File: src/rtl/oprand_mux_pkg.sv
// ---------------------------------------------------------------------------
// oprand_mux_pkg
//   Shared definitions for the N-source operand selector.
//   - MODE_FIXED / MODE_RR : encodings of the 'mode' input
//   - sel_width(n)         : width of a source index, clog2(n) but never 0
// ---------------------------------------------------------------------------
package oprand_mux_pkg;

    localparam logic MODE_FIXED = 1'b0;
    localparam logic MODE_RR    = 1'b1;

    function automatic int sel_width(input int n);
        int w;
        w = $clog2(n);
        return (w < 1) ? 1 : w;
    endfunction

endpackage

File: src/rtl/rr_prio_enc.sv
// ---------------------------------------------------------------------------
// rr_prio_enc
//   Rotating priority encoder. It finds the first set bit of req, scanning
//   from index ptr upward and wrapping at NUM_SRC. The module is purely
//   combinational.
//   Ports:
//     req     in  NUM_SRC  request vector
//     ptr     in  SEL_W    highest-priority index (must be < NUM_SRC)
//     gnt_idx out SEL_W    granted index (0 when gnt_vld=0)
//     gnt_vld out 1        at least one request present
// ---------------------------------------------------------------------------
module rr_prio_enc #(
    parameter int NUM_SRC = 4,
    parameter int SEL_W   = 2
) (
    input  logic [NUM_SRC-1:0] req,
    input  logic [SEL_W-1:0]   ptr,
    output logic [SEL_W-1:0]   gnt_idx,
    output logic               gnt_vld
);

    always_comb begin
        int s;
        gnt_idx = '0;
        gnt_vld = 1'b0;
        // Walk the offsets from farthest to nearest. The last hit
        // overwrites the earlier ones, so the hit closest to ptr wins.
        for (int k = NUM_SRC - 1; k >= 0; k--) begin
            s = int'(ptr) + k;
            if (s >= NUM_SRC) begin
                s = s - NUM_SRC;
            end
            if (req[s]) begin
                gnt_idx = SEL_W'(s);
                gnt_vld = 1'b1;
            end
        end
    end

endmodule

File: src/rtl/oprand_mux_rr.sv
// ---------------------------------------------------------------------------
// oprand_mux_rr
//   N-source operand selector with a single registered output stage and
//   a valid/ready handshake on every source and on the output.
//   The selector has two modes: a fixed external select, or round-robin
//   arbitration among the valid sources.
//   Ports:
//     clk, rst     clock; synchronous active-high reset
//     mode         0 = fixed select, 1 = round-robin
//     sel_fixed    source index used in fixed mode
//     src_data     packed operands, source i at [i*WIDTH +: WIDTH]
//     src_valid    per-source valid
//     src_ready    per-source ready (combinational)
//     out_data     registered selected operand
//     out_src      index of the source that produced out_data
//     out_valid    output valid
//     out_ready    downstream ready
//     stall_cnt    (only with OPRAND_MUX_RR_STAT_EN) saturating count of
//                  cycles with out_valid=1 and out_ready=0
//   Optional feature macro: OPRAND_MUX_RR_STAT_EN
// ---------------------------------------------------------------------------
module oprand_mux_rr
    import oprand_mux_pkg::*;
#(
    parameter  int WIDTH   = 32,
    parameter  int NUM_SRC = 4,
    localparam int SEL_W   = sel_width(NUM_SRC)
) (
    input  logic                     clk,
    input  logic                     rst,
    input  logic                     mode,
    input  logic [SEL_W-1:0]         sel_fixed,
    input  logic [NUM_SRC*WIDTH-1:0] src_data,
    input  logic [NUM_SRC-1:0]       src_valid,
    output logic [NUM_SRC-1:0]       src_ready,
    output logic [WIDTH-1:0]         out_data,
    output logic [SEL_W-1:0]         out_src,
    output logic                     out_valid,
    input  logic                     out_ready
`ifdef OPRAND_MUX_RR_STAT_EN
    ,
    output logic [31:0]              stall_cnt
`endif
);

    logic [WIDTH-1:0] out_data_reg;
    logic [SEL_W-1:0] out_src_reg;
    logic             out_valid_reg;
    logic [SEL_W-1:0] rr_ptr_reg;
    logic [SEL_W-1:0] rr_ptr_next;

    logic             load_en;
    logic [SEL_W-1:0] rr_idx;
    logic             rr_vld;
    logic             fix_vld;
    logic [SEL_W-1:0] gnt;
    logic             grant_valid;
    logic [WIDTH-1:0] gnt_data;
    logic [WIDTH-1:0] src_arr [NUM_SRC];

    // The register is free whenever it is empty or is being drained now.
    assign load_en = ~out_valid_reg | out_ready;

    rr_prio_enc #(
        .NUM_SRC (NUM_SRC),
        .SEL_W   (SEL_W)
    ) u_rr_prio_enc (
        .req     (src_valid),
        .ptr     (rr_ptr_reg),
        .gnt_idx (rr_idx),
        .gnt_vld (rr_vld)
    );

    genvar gi;
    generate
        for (gi = 0; gi < NUM_SRC; gi++) begin : g_src
            assign src_arr[gi]   = src_data[gi*WIDTH +: WIDTH];
            assign src_ready[gi] = load_en & grant_valid & (gnt == SEL_W'(gi));
        end
    endgenerate

    // Fixed mode matches sel_fixed against each legal index. An
    // out-of-range select matches nothing, so it never grants.
    always_comb begin
        fix_vld = 1'b0;
        for (int i = 0; i < NUM_SRC; i++) begin
            if (sel_fixed == SEL_W'(i)) begin
                fix_vld = src_valid[i];
            end
        end
    end

    assign gnt         = (mode == MODE_RR) ? rr_idx : sel_fixed;
    assign grant_valid = (mode == MODE_RR) ? rr_vld : fix_vld;

    // Select the data with a compare loop, not a direct array index, so
    // that an out-of-range gnt never reads past src_arr.
    always_comb begin
        gnt_data = '0;
        for (int i = 0; i < NUM_SRC; i++) begin
            if (gnt == SEL_W'(i)) begin
                gnt_data = src_arr[i];
            end
        end
    end

    assign rr_ptr_next = (gnt == SEL_W'(NUM_SRC - 1)) ? '0 : gnt + 1'b1;

    always_ff @(posedge clk) begin
        if (rst) begin
            out_data_reg  <= '0;
            out_src_reg   <= '0;
            out_valid_reg <= 1'b0;
            rr_ptr_reg    <= '0;
        end else if (load_en) begin
            if (grant_valid) begin
                out_data_reg  <= gnt_data;
                out_src_reg   <= gnt;
                out_valid_reg <= 1'b1;
                if (mode == MODE_RR) begin
                    rr_ptr_reg <= rr_ptr_next;
                end
            end else begin
                // Nothing to load: go empty, but keep the last data and
                // source visible.
                out_valid_reg <= 1'b0;
            end
        end
    end

    assign out_data  = out_data_reg;
    assign out_src   = out_src_reg;
    assign out_valid = out_valid_reg;

`ifdef OPRAND_MUX_RR_STAT_EN
    logic [31:0] stall_cnt_reg;

    always_ff @(posedge clk) begin
        if (rst) begin
            stall_cnt_reg <= '0;
        end else if (out_valid_reg && !out_ready && (stall_cnt_reg != 32'hFFFF_FFFF)) begin
            stall_cnt_reg <= stall_cnt_reg + 32'd1;
        end
    end

    assign stall_cnt = stall_cnt_reg;
`endif

endmodule

File: config.mk
export PLATFORM = sky130hd
export DESIGN_NAME = oprand_mux_rr
export DESIGN_NICKNAME = d
export VERILOG_FILES = /design/src/rtl/oprand_mux_pkg.sv /design/src/rtl/rr_prio_enc.sv /design/src/rtl/oprand_mux_rr.sv
export SDC_FILE = /design/constraint.sdc
export NUM_CORES = 1
export LEC_CHECK = 0
export ABC_CLOCK_PERIOD_IN_PS = 2900
export BUFFER_PORTS_ARGS = -buffer_cell sky130_fd_sc_hd__buf_2
export CORE_MARGIN = 4
export CORE_UTILIZATION = 40
export DETAILED_ROUTE_END_ITERATION = 8
export HOLD_SLACK_MARGIN = 0.02
export PLACE_DENSITY_LB_ADDON = 0.3
export SYNTH_ARGS = -nofsm -noshare
export SYNTH_HDL_FRONTEND = slang
export SYNTH_SLANG_ARGS = --single-unit
File: constraint.sdc
create_clock -name clk -period 2.9 [get_ports clk]
set_input_delay 0.145 -clock clk [delete_from_list [all_inputs] [get_ports clk]]
set_output_delay 0.145 -clock clk [all_outputs]
set_load 0.01 [all_outputs]
==> impl_results.md <==
* CORE AREA at 5960 um^2
* CP Buf/Inv Count at 2
* GP Congestion at 0.831
* Layout area overhead at 40.1%
* Initial antenna violation count at 0
* DR pass1 iterations at 4
* Average wire per standard cell at 14.3 um
* Worst hold stages at 3
* Site row count at 28
* Synth Flop Type: dfxtp_1
* DR vias at 2969
* Min Tclk post-route at 2.59 ns
* Post-CTS sizing at 0
* Power Dens Cells at 469 nW/um^2
* Die H at 86.5 um
* Pins Over Slew Limit at 0
* Status: finished, final reports clean
* Syn avg cell area at 7.79 um^2
* CTS clk-pin slew, worst paths at 0.07 ns
* Worst Setup End Kind: flop
* Worst path slowest cell: dfxtp_1
* Number of global-route vias before repair at 2776
* CP delay by family, top: compound AO/OA/AOI/OAI gates
* Syn Inst Count at 316
* Flip-flop count of the largest register after layout at 32
* Endpoints failing setup at 0
* Slew headroom at 0.517
* Unrepaired setup endpoints after global routing: false
* Io pins at 177
* Initial DRC count at 76
* Reg2reg path depth at 12
* Setup TNS at 0 ns
* Post-CTS setup buffers at 0
* Worst endpoint required time at 3.09 ns
* Post-layout nets at 617
* Warnings from Yosys at 0
* Yosys reg bits at 37
* Critical Path Source Type: flop
* Clock insertion delay at the later pin of the skew report at 0.27 ns
* Syn Nets at 458
* Fraction of layout cells with a size suffix above 1 at 0.421
* Antenna Nets Post-Route at 0
* Via/cell ratio at 5.40
* Root Buffer Master: clkbuf_8
* Arrival time of the worst setup path at 2.78 ns
* PnR worst setup slack at 0.307 ns
* Htree depth at 2
* Hold buffer count at cts at 0
* Final Cell Area at 3450 um^2
* Hold Path Class: input pin to flop
* Grt total ovfl at 0
* Ys async rst share at 0
* Diode count at 0
* Drt drc at 0
* CTS buffer count at 5
* Largest area contributor in the netlist: dfxtp_1
* Final worst-path cycle share at 0.894
* Pleak at 1.63 nW
* Initial Utilization at 0.413
* Crit-path max FO at 18
* Proportion of netlist area held by the largest area contributor at 0.301
* Fmax at 0.386 GHz
* CTS Buffer Depth at 2
* Maxcap violations at 0
* Detailed Place HPWL at 6040 um
* CP max stage delay at 0.39 ns
* Synth area leaders: dfxtp_1 (30%), a221oi_1 (11%), a211oi_1 (9.8%), nor2b_1 (8.6%), a21oi_1 (7.5%)
* I/O Buffers at 176
* First-pass GRT wire length at 12300 um
* CTS sink count at 37
* Post-synth cell types at 37
* EDFF count, synth at 0
* Stages on worst setup path at 12
* VDD IR max at 0.277 mV
* Die area at 7480 um^2
* Hold Fails Final Rpt at 0
* Total GRT Usage at 0.198
* CTS tree: built
* Setup CP Type: flop to flop
* Largest net degree at the start of global routing at 39
* List of most frequent post-synthesis cells: a21oi_1 (37), dfxtp_1 (37), nor2_1 (35), nor2b_1 (34)
* Seq/Total Area, Yosys at 0.301
* Placed insts at 543
* Die boundary width at 86.5 um
* Post-synthesis cell area at 2460 um^2
* Total Wirelength at 7890 um
* Placed cell area at 3360 um^2
* Slew @ Worst Pin at 0.724 ns
* Final instance count without filler cells at 550
* Place WS at 0.366 ns
* CP Cell Sequence: or2b_1, a21oi_1, o21ai_0, o22ai_1, buf_4, ha_1, nor2b_2, buf_4, a221oi_1, nor3_1, a21oi_1, a211oi_1
* Fin Clk Skew at 0.00863 ns
==> worst reg2reg max path, stage by stage (launching register included) <==
cell	delay, ns
dfxtp_1	0.39
or2b_1	0.25
a21oi_1	0.17
o21ai_0	0.11
o22ai_1	0.18
buf_4	0.17
ha_1	0.19
nor2b_2	0.16
buf_4	0.24
a221oi_1	0.11
nor3_1	0.22
a21oi_1	0.08
a211oi_1	0.23
==> logic make-up (layout without fill, tap and decap cells) <==
family | Yosys count | count (layout) | share of synthesized area
flip-flops | 37 | 37 | 0.301
buffers and inverters | 38 | 197 | 0.0747
AND/OR/NAND/NOR | 123 | 123 | 0.265
AO/OA/AOI/OAI | 111 | 111 | 0.317
adder cells (fa/ha/maj) | 4 | 4 | 0.0203
multiplexers | 3 | 3 | 0.0224
==> routing by layer <==
metal	track usage	part of all wire	vias to the layer above
met4	0.0439	0.0077	0
met2	0.362	0.50	122
met5	0	0	-
met3	0.0523	0.091	6
li1	-	-	1502
met1	0.228	0.41	1339
==> per-stage QoR <==
stage / hold WS (ns) / utilization / power [W]
after floorplan: 0.327 / - / 0.00104
after global placement: 0.478 / 0.565 / 0.00127
after detailed placement: 0.472 / 0.565 / 0.00128
after CTS: 0.174 / 0.579 / 0.00164
after global routing: 0.194 / 0.579 / 0.00174
final: 0.182 / 0.579 / 0.00162
==> area by class of cell <==
class | count | area (um^2)
well taps | 75 | 93.8
flip-flops and latches | 37 | 741
clock buffers | 7 | 86.3
multi-input cells | 241 | 1550
fillers | 590 | 2500
inverters | 5 | 18.8
repair buffers | 185 | 961
==> report_power, final <==
group | total, W | internal, W | switching (W)
Sequential | 0.000615 | 0.000578 | 0.0000369
Clock | 0.000349 | 0.000188 | 0.000161
Combinational | 0.000654 | 0.000303 | 0.000351
==> worst paths after layout <==
kind	startpoint	end	slack [ns]
worst min register to register	out_data[18]	out_data[18]	0.49
worst min-delay path	out_ready	out_valid	0.18
worst max-delay path	rr_ptr_reg[1]	out_data[8]	0.31
worst max register to register	rr_ptr_reg[1]	out_data[8]	0.31
==> cell usage in the layout, fill, tap and decap left out, drive strengths merged, types with 4 or more instances in the layout <==
| master | instances |
|---|---|
| dfxtp | 37 |
| a221oi | 31 |
| a21oi | 37 |
| and2 | 4 |
| buf | 185 |
| nand2 | 4 |
| nor2b | 34 |
| nor3 | 33 |
| nor2 | 36 |
| inv | 5 |
| ha | 4 |
| a211oi | 32 |
| clkbuf | 7 |
Note: power is estimated with default switching activity, not from simulation.
